File: config.mk
export PLATFORM = sky130hd
export DESIGN_NAME = imem_loader
export DESIGN_NICKNAME = d
export VERILOG_FILES = /design/src/rtl/imem_loader_pkg.sv /design/src/rtl/imem_loader_word_packer.sv /design/src/rtl/imem_loader.sv
export SDC_FILE = /design/constraint.sdc
export NUM_CORES = 1
export LEC_CHECK = 0
export BUFFER_PORTS_ARGS = -buffer_cell sky130_fd_sc_hd__buf_2
export CORE_MARGIN = 1.5
export CORE_UTILIZATION = 50
export DETAILED_ROUTE_END_ITERATION = 16
export PLACE_DENSITY = 0.86
export SLEW_MARGIN = 20
export SYNTH_ARGS = -nofsm -noshare
export SYNTH_HDL_FRONTEND = slang
export SYNTH_SLANG_ARGS = --single-unit
File: constraint.sdc
create_clock -name clk -period 1.57 [get_ports clk]
set_input_delay 0.157 -clock clk [delete_from_list [all_inputs] [get_ports clk]]
set_output_delay 0.157 -clock clk [all_outputs]
set_load 0.1 [all_outputs]
File: src/rtl/imem_loader_pkg.sv
// imem_loader_pkg: shared state encoding and sizing constants for the instruction-memory loader.
// Rev 1.0
`default_nettype none

package imem_loader_pkg;

   localparam int MAX_WORDS      = 64;
   localparam int BYTES_PER_WORD = 4;

   typedef enum logic [2:0] {
      S_LEN   = 3'd0,
      S_DATA  = 3'd1,
      S_CSUM  = 3'd2,
      S_DONE  = 3'd3,
      S_ERROR = 3'd4
   } state_e;

endpackage

`default_nettype wire

File: src/rtl/imem_loader_word_packer.sv
// word_packer: byte counter plus shift register; presents the big-endian word combinationally with its 4th byte.
// Rev 1.0
`default_nettype none

module word_packer (
   input  logic        clk,
   input  logic        reset,
   input  logic        clr,
   input  logic        byte_valid,
   input  logic [7:0]  byte_in,
   output logic        word_valid,
   output logic [31:0] word
);
   import imem_loader_pkg::*;

   logic [1:0]  cnt_q, cnt_d;
   logic [23:0] sh_q, sh_d;

   // Only the first three bytes need storage; the 4th is taken straight from the input.
   assign word_valid = byte_valid && (cnt_q == 2'(BYTES_PER_WORD - 1));
   assign word       = {sh_q, byte_in};

   always_comb begin
      cnt_d = cnt_q;
      sh_d  = sh_q;
      if (clr) begin
         cnt_d = '0;
         sh_d  = '0;
      end else if (byte_valid) begin
         cnt_d = cnt_q + 2'd1;
         sh_d  = {sh_q[15:0], byte_in};
      end
   end

   always_ff @(posedge clk) begin
      if (reset) begin
         cnt_q <= '0;
         sh_q  <= '0;
      end else begin
         cnt_q <= cnt_d;
         sh_q  <= sh_d;
      end
   end

endmodule

`default_nettype wire

File: src/rtl/imem_loader.sv
// imem_loader: streams a length-prefixed image into instruction memory and holds the CPU in reset until done.
// Optional trailing XOR checksum byte when IMEM_LOADER_CHECKSUM_EN is defined. Rev 1.0
`default_nettype none

module imem_loader #(
   parameter int ADDR_W    = 8,
   parameter int MAX_WORDS = imem_loader_pkg::MAX_WORDS
) (
   input  logic              clk,
   input  logic              reset,
   input  logic              start,
   input  logic              in_valid,
   input  logic [7:0]        in_data,
   output logic              in_ready,
   output logic              im_we,
   output logic [ADDR_W-1:0] im_addr,
   output logic [31:0]       im_wdata,
   output logic              cpu_reset,
   output logic              done,
   output logic              error
);
   import imem_loader_pkg::*;

   localparam int         CNT_W   = $clog2(MAX_WORDS + 1);
   localparam logic [7:0] MAX_LEN = 8'(MAX_WORDS);

   state_e             state_q, state_d;
   logic [CNT_W-1:0]   len_q, len_d;
   logic [CNT_W-1:0]   idx_q, idx_d;
   logic               im_we_q, im_we_d;
   logic [ADDR_W-1:0]  im_addr_q, im_addr_d;
   logic [31:0]        im_wdata_q, im_wdata_d;
   logic               cpu_reset_q, cpu_reset_d;
   logic               accept, pk_clr, pk_valid, word_valid;
   logic [31:0]        word;
`ifdef IMEM_LOADER_CHECKSUM_EN
   logic [7:0]         csum_q, csum_d;
`endif

   assign in_ready = (state_q == S_LEN) || (state_q == S_DATA) || (state_q == S_CSUM);
   assign accept   = in_valid && in_ready;
   assign pk_clr   = accept && (state_q == S_LEN);
   assign pk_valid = accept && (state_q == S_DATA);

   word_packer u_packer (
      .clk        (clk),
      .reset      (reset),
      .clr        (pk_clr),
      .byte_valid (pk_valid),
      .byte_in    (in_data),
      .word_valid (word_valid),
      .word       (word)
   );

   always_comb begin
      state_d    = state_q;
      len_d      = len_q;
      idx_d      = idx_q;
      im_we_d    = 1'b0;
      im_addr_d  = im_addr_q;
      im_wdata_d = im_wdata_q;
`ifdef IMEM_LOADER_CHECKSUM_EN
      csum_d     = csum_q;
`endif
      case (state_q)
         S_LEN: begin
            if (accept) begin
               if ((in_data == 8'd0) || (in_data > MAX_LEN)) begin
                  state_d = S_ERROR;
               end else begin
                  len_d   = in_data[CNT_W-1:0];
                  idx_d   = '0;
`ifdef IMEM_LOADER_CHECKSUM_EN
                  csum_d  = '0;
`endif
                  state_d = S_DATA;
               end
            end
         end
         S_DATA: begin
            if (accept) begin
`ifdef IMEM_LOADER_CHECKSUM_EN
               csum_d = csum_q ^ in_data;
`endif
               if (word_valid) begin
                  im_we_d    = 1'b1;
                  im_addr_d  = ADDR_W'({idx_q, 2'b00});
                  im_wdata_d = word;
                  idx_d      = idx_q + CNT_W'(1);
                  if (idx_q + CNT_W'(1) == len_q) begin
`ifdef IMEM_LOADER_CHECKSUM_EN
                     state_d = S_CSUM;
`else
                     state_d = S_DONE;
`endif
                  end
               end
            end
         end
`ifdef IMEM_LOADER_CHECKSUM_EN
         S_CSUM: begin
            if (accept) begin
               state_d = (in_data == csum_q) ? S_DONE : S_ERROR;
            end
         end
`endif
         S_DONE, S_ERROR: begin
            if (start) state_d = S_LEN;
         end
         default: state_d = S_LEN;
      endcase
      // Released only after a full cycle in DONE, so the final write has landed; re-asserted with start.
      cpu_reset_d = !((state_q == S_DONE) && (state_d == S_DONE));
   end

   always_ff @(posedge clk) begin
      if (reset) begin
         state_q     <= S_LEN;
         len_q       <= '0;
         idx_q       <= '0;
         im_we_q     <= 1'b0;
         im_addr_q   <= '0;
         im_wdata_q  <= '0;
         cpu_reset_q <= 1'b1;
`ifdef IMEM_LOADER_CHECKSUM_EN
         csum_q      <= '0;
`endif
      end else begin
         state_q     <= state_d;
         len_q       <= len_d;
         idx_q       <= idx_d;
         im_we_q     <= im_we_d;
         im_addr_q   <= im_addr_d;
         im_wdata_q  <= im_wdata_d;
         cpu_reset_q <= cpu_reset_d;
`ifdef IMEM_LOADER_CHECKSUM_EN
         csum_q      <= csum_d;
`endif
      end
   end

   assign im_we     = im_we_q;
   assign im_addr   = im_addr_q;
   assign im_wdata  = im_wdata_q;
   assign cpu_reset = cpu_reset_q;
   assign done      = (state_q == S_DONE);
   assign error     = (state_q == S_ERROR);

endmodule

`default_nettype wire

# Word-level counts from Yosys, hierarchy flattened

Index checks and enable logic that the tools add are counted.

Input port bits: 12
Bits in registers: 83
Word-level logic and storage cells: 57
Output and inout bits: 45

Bitwise gates (word level): 3
Reductions and logical operators: 18
Mux-type cells: 13
Magnitude comparators: 1
Add/subtract/negate cells: 2
Equal/unequal tests: 11

Operators by type and width:

| operator                                                       | number |
|---|---|
| two-way mux 7 bit                                              | 4 |
| two-way mux 3 bit                                              | 6 |
| one-hot mux 7 bit (2 select lines)                             | 1 |
| == test 3 x 2 -> 1 bit (second input constant)                 | 3 |
| one-hot mux 3 bit (3 select lines)                             | 1 |
| greater-than comparator 8 x 7 -> 1 bit (second input constant) | 1 |
| zero test 8 bit                                                | 1 |
| adder 7 x 1 -> 7 bit (second input constant)                   | 1 |
| == test 7 bit                                                  | 1 |
| inequality test 2 bit (second input constant)                  | 3 |
| AND reduction 3 bit                                            | 2 |
| logical AND 1 bit                                              | 5 |
| AND reduction 5 bit                                            | 1 |
| OR reduction 2 bit                                             | 2 |
| == test 3 x 1 -> 1 bit (second input constant)                 | 1 |
| == test 3 bit (second input constant)                          | 1 |
| zero test 3 bit                                                | 1 |
| logical OR 1 bit                                               | 3 |
| inverter 1 bit                                                 | 3 |
| OR reduction 3 bit                                             | 1 |
| adder 2 x 1 -> 2 bit (second input constant)                   | 1 |
| == test 2 bit (second input constant)                          | 1 |
| inequality test 2 x 1 -> 1 bit (second input constant)         | 1 |
| nonzero test 2 bit                                             | 1 |
| 2 further kinds                                                | 2 |

# Logic depth before layout (Yosys ltp)

Gate-level depths: netlist of run 1.

Depth after elaboration: 12
Mapped depth: 8
Depth with buffers taken out: 6

# Cells and area by module

From an unflattened synthesis of run 1, not the netlist that was laid out.

Cell total of the unflattened synthesis: 377
Area total of the unflattened synthesis: 3428.3 sq um

Modules (own cells, without submodules):

| module      | area an instance (sq um) | cells each | times used | sequential area each (sq um) |
|---|---|---|---|---|
| imem_loader | 2388.5                   | 282        | 1          | 1141.1 |
| word_packer | 1039.7                   | 95         | 1          | 520.5 |

# Worst setup path before layout of run 1

OpenSTA, ideal clock, no wires.

Path kind: reg2out
From: register state_q[0]
To: output port in_ready
Path buffers: 1
Arrival time: 1916 ps
Data required time: 1413 ps
Path slack: -503 ps
Stages on the path, launching flop included: 3
Cells stage by stage: dfxtp_1 > buf_2 > a21oi_1

Cells in the longest elaborated chain, start to end: 3
Elaborated cells on any way between the ends: 5
Classes of those cells: eq/ne (2); reduce/logical (3)

Ends and longest elaborated chain:

| element                                                   | line               | source |
|---|---|---|
| from (decl)                                               | imem_loader.sv:27  | `state_e state_q, state_d;` |
| from (signal assigned)                                    | imem_loader.sv:129 | `state_q <= state_d;` |
| == test 3 x 1 -> 1 bit or zero test 3 bit (tied branches) | imem_loader.sv:40  | `assign in_ready = (state_q == S_LEN) \|\| (state_q == S_DATA) \|\| (state_q == S_CSUM);` |
| logical OR 1 bit                                          | imem_loader.sv:40  |  |
| logical OR 1 bit *                                        | imem_loader.sv:40  |  |
| to (decl)                                                 | imem_loader.sv:14  | `output logic in_ready,` |

Mark *: on every way between the ends. The rest lies on a longest branch, timed or not.

# Final worst setup path of run 1

From: register state_q[0]
To: output port done

Cells in the longest elaborated chain, start to end: 1

Ends and longest elaborated chain:

| element                | line               | source |
|---|---|---|
| == test 3 x 2 -> 1 bit | imem_loader.sv:146 | `assign done = (state_q == S_DONE);` |
| to (decl)              | imem_loader.sv:19  | `output logic done,` |

No other way between the ends.

==> results of run 1 <==
-- layer usage --
| layer | share of wire [%] | up-vias |
|---|---|---|
| met5 | 0 | - |
| met4 | 2.2 | 0 |
| met3 | 4.8 | 14 |
| met2 | 47 | 83 |
| met1 | 46 | 1372 |
| li1 | - | 1452 |
-- state kept, by name, summed over array words and instances (netlist names) --
signal and flops:
u_packer.sh_q 24, state_q 3, idx_q 7, im_wdata 32, im_we 1, len_q 7, im_addr 6, cpu_reset 1
u_packer.cnt_q 2
-- final cells by class --
cell class                 instances  area share, %
tap                               77           2.46
sequential                        83           42.5
multi-input combinational        286           37.5
clock inverter                     5          0.895
clock buffer                      11           3.87
inverter                           4          0.384
timing repair buffer              80           12.4
-- synth_stat cells, drive strengths merged (2+ instances only) --
cell | number | area, um^2
o211ai | 2 | 15.0
dfxtp | 83 | 1660
xnor2 | 7 | 61.3
o21ai | 8 | 40.0
inv | 4 | 15.0
xor2 | 2 | 17.5
and3 | 2 | 12.5
nand4 | 2 | 12.5
buf | 15 | 105
a31oi | 2 | 12.5
nand2 | 136 | 513
a211oi | 3 | 27.5
nand2b | 3 | 26.3
nand3b | 2 | 15.0
ha | 2 | 25.0
a21oi | 68 | 344
nor3b | 2 | 15.0
nand3 | 4 | 20.0
a311oi | 3 | 45.0
and2 | 3 | 21.3
mux2i | 7 | 70.1
clkbuf | 14 | 53.8
nor2 | 17 | 63.8
-- through the flow --
step | std cells | setup TNS [ns]
floorplan | 402 | 0
global placement | 530 | 0
detailed placement | 530 | -0.101
CTS | 546 | 0
global route | 546 | -0.00487
finish | 546 | 0
-- report_power, final --
part / switching, mW / total, mW / internal (mW) / leakage (nW)
sequential: 0.0149 / 2.13 / 2.12 / 0.669
combinational: 0.191 / 0.270 / 0.0789 / 0.738
clock: 0.765 / 1.43 / 0.663 / 0.0957
-- worst reg2reg max path, cell delays in order, from the launching register on --
cell and delay (ns):
sky130_fd_sc_hd__dfxtp_1 0.34, sky130_fd_sc_hd__ha_1 0.20, sky130_fd_sc_hd__and3_4 0.21, sky130_fd_sc_hd__nand3_2 0.11
sky130_fd_sc_hd__xnor2_1 0.16, sky130_fd_sc_hd__nand4_1 0.14, sky130_fd_sc_hd__a211oi_2 0.23
-- cells by family after synthesis --
family	share of synthesized area (%)
AOI/OAI and AO/OA	15.9
xor gates and xnor gates	2.41
adders and majority gates	0.764
buffers and inverters	5.31
DFF	50.7
muxes	2.14
other	0.115
and+or+nand+nor	22.7
-- worst max path at each step --
stage / to / from / slack (ns) / cells after the start
finish: done / state_q[0]$_SDFF_PP0_ / 0.1 / 4
CTS: len_q[5]$_SDFFE_PP0P_ / state_q[2]$_SDFF_PP0_ / 0.03 / 6
global placement: len_q[2]$_SDFFE_PP0P_ / in_data[0] / 0.03 / 7
detailed placement: len_q[5]$_SDFFE_PP0P_ / in_data[5] / -0.05 / 7
floorplan: state_q[1]$_SDFF_PP0_ / idx_q[0]$_SDFFE_PP0P_ / 0.04 / 6
global route: state_q[1]$_SDFF_PP0_ / idx_q[0]$_SDFFE_PP0P_ / -0.005 / 6
-- repair_timing --
item	CTS	global route
gates cloned	0	0
gates resized for setup	3	5
pin swaps	0	2
endpoints found under the setup margin	3	9
==> run_summary.xml, run 1 <==
<?xml version="1.0" encoding="UTF-8"?>
<metrics>
  <group name="finish">
    <metric name="layout.cell_area.non_filler" unit="um^2">3910</metric>
    <metric name="num-nets-final" unit="">478</metric>
    <metric name="multi_input_area" unit="um^2">1470</metric>
    <metric name="mostFrequentLayoutCells" unit="">135 x sky130_fd_sc_hd__nand2_1, 82 x sky130_fd_sc_hd__dfxtp_1, 66 x sky130_fd_sc_hd__a21oi_1</metric>
    <metric name="sequential_standard_cell_area" unit="um^2">1660</metric>
    <metric name="postLayoutCoreUtil" unit="%">61.6</metric>
    <metric name="syn_to_final_growth" unit="%">19.5</metric>
    <metric name="diodes" unit="">0</metric>
    <metric name="mostFrequentLayoutCell" unit="">sky130_fd_sc_hd__nand2_1</metric>
    <metric name="layout-drive-gt1-share" unit="%">23.9</metric>
    <metric name="number_of_inserted_filler_cells_in_the_final_layout" unit="">512</metric>
  </group>
  <group name="die">
    <metric name="die-area" unit="um^2">7040</metric>
    <metric name="core_area" unit="um^2">6350</metric>
    <metric name="die_w" unit="um">83.9</metric>
    <metric name="boundaryPins" unit="">57</metric>
    <metric name="initial_core_util" unit="%">51.6</metric>
    <metric name="std_cell_rows" unit="">29</metric>
    <metric name="floorplan.die.height" unit="um">83.9</metric>
  </group>
  <group name="worst_hold_path">
    <metric name="holdPathEnd" unit="">state_q[2]$_SDFF_PP0_</metric>
    <metric name="hold_path.class" unit="">in -&gt; reg</metric>
    <metric name="min_path_cells" unit="">3</metric>
    <metric name="holdCritStartpoint" unit="">start</metric>
  </group>
  <group name="sta">
    <metric name="report.final.hold_viol_count" unit="">0</metric>
    <metric name="setup_violations" unit="">0</metric>
    <metric name="finalMaxSlewViolations" unit="">0</metric>
    <metric name="timing.clock.skew" unit="ns">0.0113</metric>
    <metric name="min_period_over_period" unit="%">93.9</metric>
    <metric name="fmaxAchievable" unit="MHz">678</metric>
    <metric name="setup_slack" unit="ns">0.0956</metric>
    <metric name="fin_worst_hold_slack" unit="ns">0.0742</metric>
    <metric name="period_minus_slack" unit="ns">1.47</metric>
  </group>
  <group name="power">
    <metric name="worst_ir_drop_vdd" unit="uV">745</metric>
    <metric name="design_power_total" unit="mW">3.83</metric>
    <metric name="leakage" unit="nW">1.50</metric>
    <metric name="power.density" unit="nW/um^2">979</metric>
  </group>
  <group name="global_routing">
    <metric name="peak_usage_layer_in_the_global_routing_report" unit="">met2</metric>
    <metric name="globalRouteOverflowTotal" unit="">0</metric>
    <metric name="met2_usage_in_global_routing" unit="%">34.1</metric>
    <metric name="antenna_found_initial" unit="">0</metric>
    <metric name="groute.usage.overall" unit="%">22.1</metric>
    <metric name="grt_pass1_vias" unit="">2675</metric>
    <metric name="grt_start_max_net_pins" unit="">28</metric>
    <metric name="use_met1" unit="%">29.5</metric>
    <metric name="use_met3" unit="%">4.35</metric>
    <metric name="grt_pass1_wl" unit="mm">12.5</metric>
  </group>
  <group name="cts">
    <metric name="max-clock-path-buffers" unit="">2</metric>
    <metric name="cts-hold-fix-buffers" unit="">0</metric>
    <metric name="tritoncts" unit="">built</metric>
    <metric name="tritoncts_num_sinks" unit="">83</metric>
    <metric name="numCtsBuffers" unit="">9</metric>
    <metric name="htree_num_levels" unit="">3</metric>
    <metric name="clock_latency" unit="ns">0.36</metric>
    <metric name="cts.clk_slew.worst_paths" unit="ns">0.08</metric>
    <metric name="buffer_cell_driving_the_clock_tree_root" unit="">sky130_fd_sc_hd__clkbuf_8</metric>
    <metric name="cts.repair_timing.setup_buffer_count" unit="">0</metric>
  </group>
  <group name="setup_path">
    <metric name="cp_max_fo" unit="">7</metric>
    <metric name="cp_delay_by_family_top" unit="">buffers and inverters</metric>
    <metric name="cp_peak_stage_delay" unit="ns">0.36</metric>
    <metric name="ff2ff_setup_slack" unit="ns">0.1</metric>
    <metric name="cp.buffers_inverters" unit="">2</metric>
    <metric name="timing.critical_path.from_type" unit="">flip-flop</metric>
    <metric name="cp_cell_sequence" unit="">buf_4 -&gt; nand2_1 -&gt; nor2_2 -&gt; buf_4</metric>
    <metric name="library_cell_contributing_the_largest_single_delay_on_the_critical_path" unit="">sky130_fd_sc_hd__dfxtp_1</metric>
    <metric name="reg2reg_from" unit="">idx_q[0]$_SDFFE_PP0P_</metric>
    <metric name="crit_required" unit="ns">1.41</metric>
    <metric name="crit_path_end_kind" unit="">output pin</metric>
    <metric name="critPathArrivalTime" unit="ns">1.32</metric>
    <metric name="critPathKind" unit="">reg -&gt; out</metric>
    <metric name="worst_path_most_repeated_cell" unit="">sky130_fd_sc_hd__buf_4</metric>
    <metric name="worst-r2r-cell-count" unit="">6</metric>
    <metric name="regToRegEndpoint" unit="">state_q[1]$_SDFF_PP0_</metric>
  </group>
  <group name="routing">
    <metric name="detailedRoute.firstIterationViolations" unit="">189</metric>
    <metric name="remaining_drc_errors" unit="">0</metric>
    <metric name="post_dr_wirelength_cell" unit="um">13.8</metric>
    <metric name="drt_pre_antenna_iters" unit="">5</metric>
    <metric name="avgViaCountPerCell" unit="">5.35</metric>
    <metric name="vias" unit="">2921</metric>
    <metric name="totalWireLength" unit="mm">7.51</metric>
    <metric name="final_antenna_net_count" unit="">0</metric>
  </group>
  <group name="synth">
    <metric name="ys.flop_type" unit="">sky130_fd_sc_hd__dfxtp_1</metric>
    <metric name="synth.yosys.warnings" unit="">0</metric>
    <metric name="number_of_enable_type_register_cells_in_the_synthesized_netlist" unit="">0</metric>
    <metric name="syn-instance-count" unit="">401</metric>
    <metric name="mappedNetlistArea" unit="um^2">3270</metric>
    <metric name="synthArstFlopShare" unit="%">0</metric>
    <metric name="synth_cell_types" unit="">42</metric>
    <metric name="syn_area_per_cell" unit="um^2">8.17</metric>
    <metric name="synth.ff_latch_count" unit="">83</metric>
    <metric name="synth_seq_area_share" unit="%">50.7</metric>
  </group>
  <group name="place">
    <metric name="gp_congestion" unit="">0.910</metric>
    <metric name="postPlaceCellArea" unit="um^2">3700</metric>
    <metric name="place.detailed.hpwl" unit="mm">5.20</metric>
    <metric name="io_buffers" unit="">54</metric>
    <metric name="place_ws" unit="ns">-0.0510</metric>
  </group>
  <group name="run_status">
    <metric name="outcome" unit="">finished, final reports clean</metric>
  </group>
  <group name="job">
    <metric name="drv_cap" unit="">0</metric>
  </group>
</metrics>
(Power assumes the default switching activity.)
==> inputs of run 2 (changes only) <==
--- a/config.mk
+++ b/config.mk
@@ -10,6 +10,7 @@
 export CORE_UTILIZATION = 50
 export DETAILED_ROUTE_END_ITERATION = 16
 export PLACE_DENSITY = 0.86
+export RECOVER_POWER = 25
 export SLEW_MARGIN = 20
 export SYNTH_ARGS = -nofsm -noshare
 export SYNTH_HDL_FRONTEND = slang
==> run 2 against run 1 <==
  * Count of clock-buffer cells in the layout is the same
  * Critical path depth shrank 1
  * Total power about the same
  * Die area did not move
  * Sequential cell count unchanged
  * Sequential power hardly changed
  * Register-to-register slack barely moved
  * Critical path type unchanged
  * Largest cell class unchanged
==> run_summary.xml, run 2 (synthesized netlist as in run 1, its figures left out) <==
<?xml version="1.0" encoding="UTF-8"?>
<metrics>
  <group name="sta">
    <metric name="fmaxAchievable" unit="MHz">678</metric>
    <metric name="report.final.hold_viol_count" unit="">0</metric>
    <metric name="period_minus_slack" unit="ns">1.48</metric>
    <metric name="fin_worst_hold_slack" unit="ns">0.0747</metric>
    <metric name="min_period_over_period" unit="%">94.0</metric>
    <metric name="finalMaxSlewViolations" unit="">0</metric>
    <metric name="slew_headroom" unit="%">63.8</metric>
    <metric name="setup_slack" unit="ns">0.0949</metric>
    <metric name="timing.clock.skew" unit="ns">0.0108</metric>
    <metric name="setup_violations" unit="">0</metric>
    <metric name="timing_worst_slew_pin_value" unit="ns">0.545</metric>
  </group>
  <group name="place">
    <metric name="gp_congestion" unit="">0.910</metric>
    <metric name="place_ws" unit="ns">-0.0510</metric>
    <metric name="place.detailed.hpwl" unit="mm">5.20</metric>
    <metric name="io_buffers" unit="">54</metric>
    <metric name="postPlaceCellArea" unit="um^2">3700</metric>
  </group>
  <group name="die">
    <metric name="std_cell_rows" unit="">29</metric>
    <metric name="core_area" unit="um^2">6350</metric>
    <metric name="boundaryPins" unit="">57</metric>
    <metric name="die_w" unit="um">83.9</metric>
    <metric name="initial_core_util" unit="%">51.6</metric>
    <metric name="die-area" unit="um^2">7040</metric>
    <metric name="floorplan.die.height" unit="um">83.9</metric>
  </group>
  <group name="power">
    <metric name="internal_power_contribution" unit="mW">2.86</metric>
    <metric name="sequentialPowerShare" unit="%">55.7</metric>
    <metric name="power.density" unit="nW/um^2">981</metric>
    <metric name="power.combinational.fraction" unit="%">7.0</metric>
    <metric name="p_clk_share" unit="%">37.3</metric>
    <metric name="leakage" unit="nW">1.47</metric>
    <metric name="design_power_total" unit="mW">3.83</metric>
    <metric name="netSwitchingPower" unit="mW">0.972</metric>
    <metric name="worst_ir_drop_vdd" unit="uV">746</metric>
    <metric name="sw_frac_of_total" unit="%">25.4</metric>
  </group>
  <group name="cts">
    <metric name="tritoncts" unit="">built</metric>
    <metric name="buffer_cell_driving_the_clock_tree_root" unit="">sky130_fd_sc_hd__clkbuf_8</metric>
    <metric name="cts.clk_slew.worst_paths" unit="ns">0.08</metric>
    <metric name="clock_latency" unit="ns">0.36</metric>
    <metric name="max-clock-path-buffers" unit="">2</metric>
    <metric name="htree_num_levels" unit="">3</metric>
    <metric name="tritoncts_num_sinks" unit="">83</metric>
    <metric name="cts.repair_timing.setup_buffer_count" unit="">0</metric>
    <metric name="cts-hold-fix-buffers" unit="">0</metric>
    <metric name="numCtsBuffers" unit="">9</metric>
  </group>
  <group name="setup_path">
    <metric name="cp_max_fo" unit="">5</metric>
    <metric name="crit_path_end_kind" unit="">output pin</metric>
    <metric name="worst-path-stages" unit="">3</metric>
    <metric name="cp_delay_by_family_top" unit="">flip-flops</metric>
    <metric name="setup.worst_path.start" unit="">state_q[1]$_SDFF_PP0_</metric>
    <metric name="reg2reg_from" unit="">idx_q[0]$_SDFFE_PP0P_</metric>
    <metric name="timing.critical_path.from_type" unit="">flip-flop</metric>
    <metric name="critPathArrivalTime" unit="ns">1.32</metric>
    <metric name="cp.buffers_inverters" unit="">1</metric>
    <metric name="cp-endpoint" unit="">error</metric>
    <metric name="cp_peak_stage_delay" unit="ns">0.37</metric>
    <metric name="regToRegEndpoint" unit="">state_q[1]$_SDFF_PP0_</metric>
    <metric name="library_cell_contributing_the_largest_single_delay_on_the_critical_path" unit="">sky130_fd_sc_hd__dfxtp_1</metric>
    <metric name="critPathKind" unit="">reg -&gt; out</metric>
    <metric name="worst-r2r-cell-count" unit="">6</metric>
    <metric name="crit_required" unit="ns">1.41</metric>
    <metric name="ff2ff_setup_slack" unit="ns">0.09</metric>
    <metric name="cp_cell_sequence" unit="">nor2_1 -&gt; and2_1 -&gt; buf_4</metric>
  </group>
  <group name="global_routing">
    <metric name="globalRouteOverflowTotal" unit="">0</metric>
    <metric name="grt_start_max_net_pins" unit="">28</metric>
    <metric name="groute.usage.overall" unit="%">22.1</metric>
    <metric name="grt_pass1_wl" unit="mm">12.5</metric>
    <metric name="antenna_found_initial" unit="">0</metric>
    <metric name="grt_pass1_vias" unit="">2675</metric>
  </group>
  <group name="job">
    <metric name="drv_cap" unit="">0</metric>
  </group>
  <group name="finish">
    <metric name="layout.cell_area.non_filler" unit="um^2">3910</metric>
    <metric name="syn_to_final_growth" unit="%">19.4</metric>
    <metric name="multi_input_area" unit="um^2">1470</metric>
    <metric name="largest_register_ff_count" unit="">32</metric>
    <metric name="mostFrequentLayoutCells" unit="">135 x sky130_fd_sc_hd__nand2_1, 82 x sky130_fd_sc_hd__dfxtp_1, 66 x sky130_fd_sc_hd__a21oi_1</metric>
    <metric name="layout-drive-gt1-share" unit="%">23.7</metric>
    <metric name="diodes" unit="">0</metric>
    <metric name="mostFrequentLayoutCell" unit="">sky130_fd_sc_hd__nand2_1</metric>
    <metric name="sequential_standard_cell_area" unit="um^2">1660</metric>
    <metric name="number_of_inserted_filler_cells_in_the_final_layout" unit="">512</metric>
    <metric name="num-nets-final" unit="">478</metric>
  </group>
  <group name="routing">
    <metric name="detailedRoute.firstIterationViolations" unit="">161</metric>
    <metric name="avgViaCountPerCell" unit="">5.34</metric>
    <metric name="totalWireLength" unit="mm">7.49</metric>
    <metric name="drt_pre_antenna_iters" unit="">4</metric>
    <metric name="post_dr_wirelength_cell" unit="um">13.7</metric>
    <metric name="final_antenna_net_count" unit="">0</metric>
    <metric name="remaining_drc_errors" unit="">0</metric>
    <metric name="vias" unit="">2915</metric>
  </group>
  <group name="worst_hold_path">
    <metric name="hold_path.class" unit="">in -&gt; reg</metric>
  </group>
  <group name="run_status">
    <metric name="outcome" unit="">finished, final reports clean</metric>
  </group>
</metrics>
## run 2: worst min-delay path by stage
stage | from | slack (ns) | end | cells after the start
3_3_place_gp | start | 0.44 | state_q[2]$_SDFF_PP0_ | 3
4_1_cts | in_data[2] | 0.07 | im_wdata[2]$_SDFFE_PP0P_ | 3
3_5_place_dp | im_wdata[31]$_SDFFE_PP0P_ | 0.44 | im_wdata[31]$_SDFFE_PP0P_ | 2
5_1_grt | start | 0.06 | state_q[2]$_SDFF_PP0_ | 3
2_1_floorplan | in_data[0] | 0.29 | u_packer.sh_q[0]$_SDFFE_PP0P_ | 2
6_report | start | 0.07 | state_q[2]$_SDFF_PP0_ | 3
## run 2: power by group through the flow
stage	combinational [mW]	sequential, mW	clock, mW
after floorplan	0.189	2.18	0
after global placement	0.257	2.18	0
after detailed placement	0.260	2.18	0
after CTS	0.267	2.13	1.46
after global routing	0.287	2.14	1.55
final	0.270	2.13	1.43
## run 2: stage by stage
stage / TNS [ns] / cells / util, %
finish: 0 / 546 / 61.6
global route: -0.00487 / 546 / 61.6
CTS: 0 / 546 / 61.3
detailed placement: -0.101 / 530 / 58.3
global placement: 0 / 530 / 58.3
floorplan: 0 / 402 / -
## run 2: what timing repair did
item	4_1_cts	5_1_grt
gates resized for setup	3	5
pin swaps	0	2
setup endpoints to repair	3	9
## run 2: final cells by class
class	instances	area share, %
flip-flops and latches	83	42.5
multi-input cells	286	37.5
repair buffers	80	12.3
clock buffers	11	3.87
well taps	77	2.46
clock inverters	5	0.896
inverters	4	0.384
## run 2: per-layer routing
metal  global-route usage (%)  part of all wire, %
met5                        0                    0
met1                     29.5                   46
met2                     34.1                   47
met4                     11.3                  2.0
met3                     4.35                  5.2
## run 2: worst reg2reg max path: stages, from the launching register on
cell and delay [ns]:
sky130_fd_sc_hd__dfxtp_1 0.34, sky130_fd_sc_hd__ha_1 0.20, sky130_fd_sc_hd__and3_4 0.21, sky130_fd_sc_hd__nand3_2 0.11
sky130_fd_sc_hd__xnor2_1 0.16, sky130_fd_sc_hd__nand4_1 0.14, sky130_fd_sc_hd__a211oi_2 0.23
